[src/rtl/nibble_entry_pkg.sv]
// Shared definitions for the nibble entry front end: FSM state codes and default debounce length.
package nibble_entry_pkg;

  typedef enum logic [1:0] {
    StLow    = 2'd0,
    StHigh   = 2'd1,
    StCommit = 2'd2
  } state_e;

  localparam int unsigned DebounceCyclesDefault = 250000;

endpackage

[src/rtl/nibble_entry_debouncer.sv]
// Button conditioner: 2-flop synchroniser, stability counter, registered rising-edge press pulse.
module nibble_entry_debouncer #(
  parameter int unsigned DEBOUNCE_CYCLES = 4,
  parameter int unsigned CNT_W           = $clog2(DEBOUNCE_CYCLES + 1)
) (
  input  logic clk,
  input  logic rst,
  input  logic raw,
  output logic level,
  output logic press
);

  logic             meta_q, sync_q;
  logic             level_q, level_dly_q, press_q;
  logic [CNT_W-1:0] cnt_q;

  always_ff @(posedge clk or posedge rst) begin
    if (rst) begin
      meta_q      <= 1'b0;
      sync_q      <= 1'b0;
      level_q     <= 1'b0;
      level_dly_q <= 1'b0;
      press_q     <= 1'b0;
      cnt_q       <= '0;
    end else begin
      meta_q      <= raw;
      sync_q      <= meta_q;
      level_dly_q <= level_q;
      press_q     <= level_q & ~level_dly_q;
      // Any return to the accepted level restarts the stability window.
      if (sync_q == level_q) begin
        cnt_q <= '0;
      end else if (cnt_q == CNT_W'(DEBOUNCE_CYCLES - 1)) begin
        level_q <= ~level_q;
        cnt_q   <= '0;
      end else begin
        cnt_q <= cnt_q + CNT_W'(1);
      end
    end
  end

  assign level = level_q;
  assign press = press_q;

endmodule

[src/rtl/nibble_entry.sv]
// Operator nibble entry: debounced enter/clear buttons drive low/high nibble strobes to the
// byte shifter, then a byteReady pulse and a wrapping byte counter.
module nibble_entry
  import nibble_entry_pkg::*;
#(
  parameter int unsigned DEBOUNCE_CYCLES = DebounceCyclesDefault,
  parameter int unsigned CNT_W           = $clog2(DEBOUNCE_CYCLES + 1)
) (
  input  logic       clk,
  input  logic       rst,
  input  logic [3:0] switches,
  input  logic       enter,
  input  logic       clear,
  output logic [3:0] nibbleData,
  output logic       down,
  output logic       up,
  output logic       byteReady,
  output logic [7:0] byteCount,
  output logic [3:0] debug
);

  logic       enter_level, enter_press;
  logic       clear_level, clear_press;
  logic [3:0] sw_meta_q, sw_sync_q;
  state_e     state_q;
  logic [3:0] nibble_q;
  logic       down_q, up_q, ready_q;
  logic [7:0] count_q;

  nibble_entry_debouncer #(
    .DEBOUNCE_CYCLES(DEBOUNCE_CYCLES),
    .CNT_W          (CNT_W)
  ) u_enter_db (
    .clk  (clk),
    .rst  (rst),
    .raw  (enter),
    .level(enter_level),
    .press(enter_press)
  );

  nibble_entry_debouncer #(
    .DEBOUNCE_CYCLES(DEBOUNCE_CYCLES),
    .CNT_W          (CNT_W)
  ) u_clear_db (
    .clk  (clk),
    .rst  (rst),
    .raw  (clear),
    .level(clear_level),
    .press(clear_press)
  );

  // Only the press pulses steer the FSM; levels are kept for observability.
  logic unused_levels;
  assign unused_levels = enter_level ^ clear_level;

  always_ff @(posedge clk or posedge rst) begin
    if (rst) begin
      sw_meta_q <= '0;
      sw_sync_q <= '0;
    end else begin
      sw_meta_q <= switches;
      sw_sync_q <= sw_meta_q;
    end
  end

  always_ff @(posedge clk or posedge rst) begin
    if (rst) begin
      state_q  <= StLow;
      nibble_q <= '0;
      down_q   <= 1'b0;
      up_q     <= 1'b0;
      ready_q  <= 1'b0;
      count_q  <= '0;
    end else begin
      down_q  <= 1'b0;
      up_q    <= 1'b0;
      ready_q <= 1'b0;
      // Clear overrides everything, including a coincident enter or a pending commit.
      if (clear_press) begin
        state_q <= StLow;
      end else begin
        unique case (state_q)
          StLow: begin
            if (enter_press) begin
              nibble_q <= sw_sync_q;
              down_q   <= 1'b1;
              state_q  <= StHigh;
            end
          end
          StHigh: begin
            if (enter_press) begin
              nibble_q <= sw_sync_q;
              up_q     <= 1'b1;
              state_q  <= StCommit;
            end
          end
          StCommit: begin
            ready_q <= 1'b1;
            count_q <= count_q + 8'd1;
            state_q <= StLow;
          end
          default: state_q <= StLow;
        endcase
      end
    end
  end

  assign nibbleData = nibble_q;
  assign down       = down_q;
  assign up         = up_q;
  assign byteReady  = ready_q;
  assign byteCount  = count_q;
  assign debug      = {2'b00, state_q};

endmodule

[config.mk]
export PLATFORM = sky130hd
export DESIGN_NAME = nibble_entry
export DESIGN_NICKNAME = d
export VERILOG_FILES = /design/src/rtl/nibble_entry_pkg.sv /design/src/rtl/nibble_entry_debouncer.sv /design/src/rtl/nibble_entry.sv
export SDC_FILE = /design/constraint.sdc
export NUM_CORES = 1
export LEC_CHECK = 0
export BUFFER_PORTS_ARGS = -buffer_cell sky130_fd_sc_hd__buf_2
export CORE_ASPECT_RATIO = 0.75
export CORE_MARGIN = 1.5
export CORE_UTILIZATION = 25
export DETAILED_ROUTE_END_ITERATION = 8
export GPL_TIMING_DRIVEN = 0
export HOLD_SLACK_MARGIN = 0.06
export PLACE_DENSITY = 0.47
export RECOVER_POWER = 100
export SETUP_SLACK_MARGIN = 0.05
export SLEW_MARGIN = 20
export SYNTH_ARGS = -nofsm -noshare
export SYNTH_HDL_FRONTEND = slang
export SYNTH_SLANG_ARGS = --single-unit
[constraint.sdc]
create_clock -name clk -period 3.4 [get_ports clk]
set_input_delay 0.51 -clock clk [delete_from_list [all_inputs] [get_ports clk]]
set_output_delay 0.51 -clock clk [all_outputs]
set_load 0.01 [all_outputs]
==> summary.md <==
| Metric | Value |
|---|---|
| Cts hold-fix bufs | `0` |
| Final Net Count | `306` |
| Share of cells above drive strength 1 | `a little under an eighth` |
| Max VDD drop | `185 µV` |
| Ant. Diodes | `0` |
| Mean Syn Cell Area | `around 11 µm²` |
| Register bit total from synthesis | `71` |
| Later-pin clock latency in the skew report | `about 330 ps` |
| Post-CTS setup buffers | `0` |
| Hold Startpoint | `enter` |
| Die width | `around 130 µm` |
| Synth Flop Type | `dfrtp_1` |
| Initial Util | `between 20% and 30%` |
| Crit path kind | `flip-flop to flip-flop` |
| Antenna Nets Post-Route | `0` |
| Rows | `34` |
| Worst-Margin Slew | `1510 ps` |
| WP data required | `between 3000 and 4000 ps` |
| First-pass GRT wire length | `around 9300 µm` |
| DRC viols | `0` |
| Pleak | `around 1.5 nW` |
| Worst path slowest cell | `o21ai_0` |
| Min Tclk post-route | `~2500 ps` |
| Total iterations of the first detailed-routing run | `4` |
| Run status | `complete, but fails checks` |
| # Max-Cap Violations | `1` |
| Register area share after synthesis | `60.0%` |
| Failing checks | `max-capacitance violations, max-slew violations` |
| Relative slew margins | `-1.35%` |
| Critical path's top delay family | `compound AO/OA/AOI/OAI gates` |
| Antenna violations before repair | `0` |
| Synth warn | `0` |
| F_max | `roughly 0.4 GHz` |
| WHS Endpoint | `u_enter_db.meta_q` |
| Fin Setup TNS | `0 ps` |
| Synth top cells by count | `71 x dfrtp_1, 43 x nor2_1, 31 x xnor2_1` |
| Area leader, netlist | `dfrtp_1` |
| Root Buffer | `clkbuf_16` |
| Total GRT Usage | `9.45%` |
| Via count | `1891` |
| Slowest stage delay, CP | `960 ps` |
| Post-Syn Instances | `258` |
| Hold Path Cell Cnt | `1` |
| CP endpoint kind | `flip-flop` |
| RSZ-0062 raised after global routing | `no` |
| Max clock buf depth | `2` |
| R2R setup slack | `between 900 and 1000 ps` |
| Post-DP Area | `3310 µm²` |
| Startpoint types | `flip-flop` |
| Clk slew on worst S/H paths | `about 60 ps` |
| Synth-to-Final Area Change | `21.4%` |
| Setup violators final | `0` |
| Number of global-route vias before repair | `around 1900` |
| Final WL | `5290 µm` |
| FF-to-FF path depth | `5` |
| Final-report max-slew violation count | `34` |
| Library cells used by synthesis | `33` |
| Chip height | `between 90 and 100 µm` |
| CP cell instances | `ha_1 > nand4_1 > o21ai_0 > buf_2 > nor2_1` |
| Core footprint | `between 10000 and 15000 µm²` |
| Worst-path maximum fanout | `10` |
| HPWL reported at the end of detailed placement | `~3500 µm` |
| H-tree depth | `3` |
| Tcrit/Tclk final | `between 70% and 80%` |
| Hold Crit Class | `primary input to flip-flop` |
| Routed length per instance | `~11 µm` |
| Cts repair resizes | `0` |
| Vias per cell | `just over 4` |
| Final core occ | `between 30% and 40%` |
| DRT iter0 DRCs | `about 130` |
| Clock sink count | `71` |
| Io pins | `27` |
| P per Cell Area | `between 500 and 600 nW/µm²` |
| Post-synth EDFFs | `0` |
| Buf+Inv Stages, Crit Path | `1` |
| Most frequent cell after synthesis | `dfrtp_1` |
| Port Buf Inserts | `24` |
| Worst EP arrival | `2710 ps` |
| Clk_skew | `5.91 ps` |
| Async S/R FF share, synth | `100%` |
| Design Power | `1.91 mW` |
| Yosys top cell area share | `60.0%` |
| Synth area leaders | `dfrtp_1 60%, xnor2_1 9.2%, nor2_1 5.4%, mux2_2 2.7%, xor2_1 2.7%` |
| CTS tree | `done` |
| Worst flop-to-flop path endpoint | `u_clear_db.cnt_q[14]` |
| Final hold viol count | `0` |
| Mapped cell area | `roughly 3000 µm²` |
| Die ar. | `12500 µm²` |
| Pin count of the biggest net entering global routing | `39` |
| Gr ovfl total | `0` |
| Worst r2r src | `u_clear_db.cnt_q[0]` |
| Placer Congestion | `0.750` |
| CTS Buf Count | `9` |
| Final Cell Area | `roughly 3600 µm²` |
| Placed Instances | `446` |
| Post-Layout Cell Count | `roughly 460` |
-- layout make-up --
class / instances / area [µm²]
clock buffers: 11 / 243
well taps: 162 / 203
flip-flops and latches: 71 / 1780
inverters: 10 / 38.8
clock inverters: 5 / 81.3
repair buffers: 25 / 119
fillers: 1214 / 7970
plain buffers: 4 / 23.8
multi-input cells: 174 / 1110
-- state kept, by name, indices dropped and copies added (netlist names), 2 cells and up --
register          flops
u_enter_db.cnt_q     18
sw_meta_q             4
sw_sync_q             4
state_q               2
u_clear_db.cnt_q     18
byteCount             8
nibbleData            4
-- cell usage in the layout, fill, tap and decap left out, types with 2 or more instances in the layout --
| master | n |
|---|---|
| mux2_2 | 6 |
| dfrtp_1 | 71 |
| or2_2 | 2 |
| nand2_1 | 9 |
| nor3b_1 | 2 |
| xor2_1 | 9 |
| and2_0 | 2 |
| nor2b_1 | 3 |
| buf_2 | 8 |
| nor4_1 | 10 |
| or3_1 | 3 |
| conb_1 | 2 |
| nand3_1 | 12 |
| and4_1 | 3 |
| ha_1 | 3 |
| bufinv_16 | 2 |
| buf_4 | 2 |
| o21ai_0 | 2 |
| nor3_1 | 10 |
| clkbuf_16 | 9 |
| nor2_1 | 43 |
| nand4_1 | 12 |
| clkbuf_1 | 19 |
| a21oi_1 | 2 |
| xnor2_1 | 31 |
| inv_1 | 9 |
-- per-stage QoR --
stage / hold WS, ps / setup slack (ps)
6_report: 288 / 901
2_1_floorplan: 331 / 1090
5_1_grt: 278 / 622
3_3_place_gp: 333 / 165
3_5_place_dp: 335 / 1300
4_1_cts: 204 / 1300
-- worst register-to-register path: cells and delay by family (launching register included) --
kind / cells / cell delay (ps)
fa+ha+maj: 1 / 240
simple gates: 2 / 420
compound gates: 1 / 960
flops: 1 / 400
buf+inv: 1 / 370
-- cells by family after synthesis --
kind of cell	share of synthesized area, %
simple gates	19.8
flops	60.0
xor+xnor	11.8
buf+inv	2.32
mux	2.66
compound gates	1.98
fa+ha+maj	1.27
other cells	0.127
-- metal layers --
layer,vias to the layer above,routed length (µm),track usage [%]
met3,9,232,3.19
li1,951,-,-
met1,898,2840,13.4
met2,33,2130,13.0
met5,-,0,0
met4,0,89,3.89
-- worst max-delay path by stage --
stage                              from                    to  slack (ps)  depth (start not counted)
global route        u_clear_db.cnt_q[0]  u_clear_db.cnt_q[16]         620                          5
finish              u_clear_db.cnt_q[0]  u_clear_db.cnt_q[14]         900                          5
floorplan                           rst          byteCount[0]        1090                          1
global placement                    rst   u_enter_db.cnt_q[8]         170                          2
detailed placement  u_enter_db.cnt_q[0]   u_enter_db.cnt_q[9]        1300                          5
CTS                 u_enter_db.cnt_q[0]   u_enter_db.cnt_q[9]        1300                          5
-- where the power goes --
part	switching (mW)	leakage (nW)	internal, mW	total (mW)
combinational	0.0310	0.399	0.0147	0.0456
clock	0.339	0.156	0.662	1.00
sequential	0.00821	0.959	0.859	0.867
(Power assumes the default switching activity.)
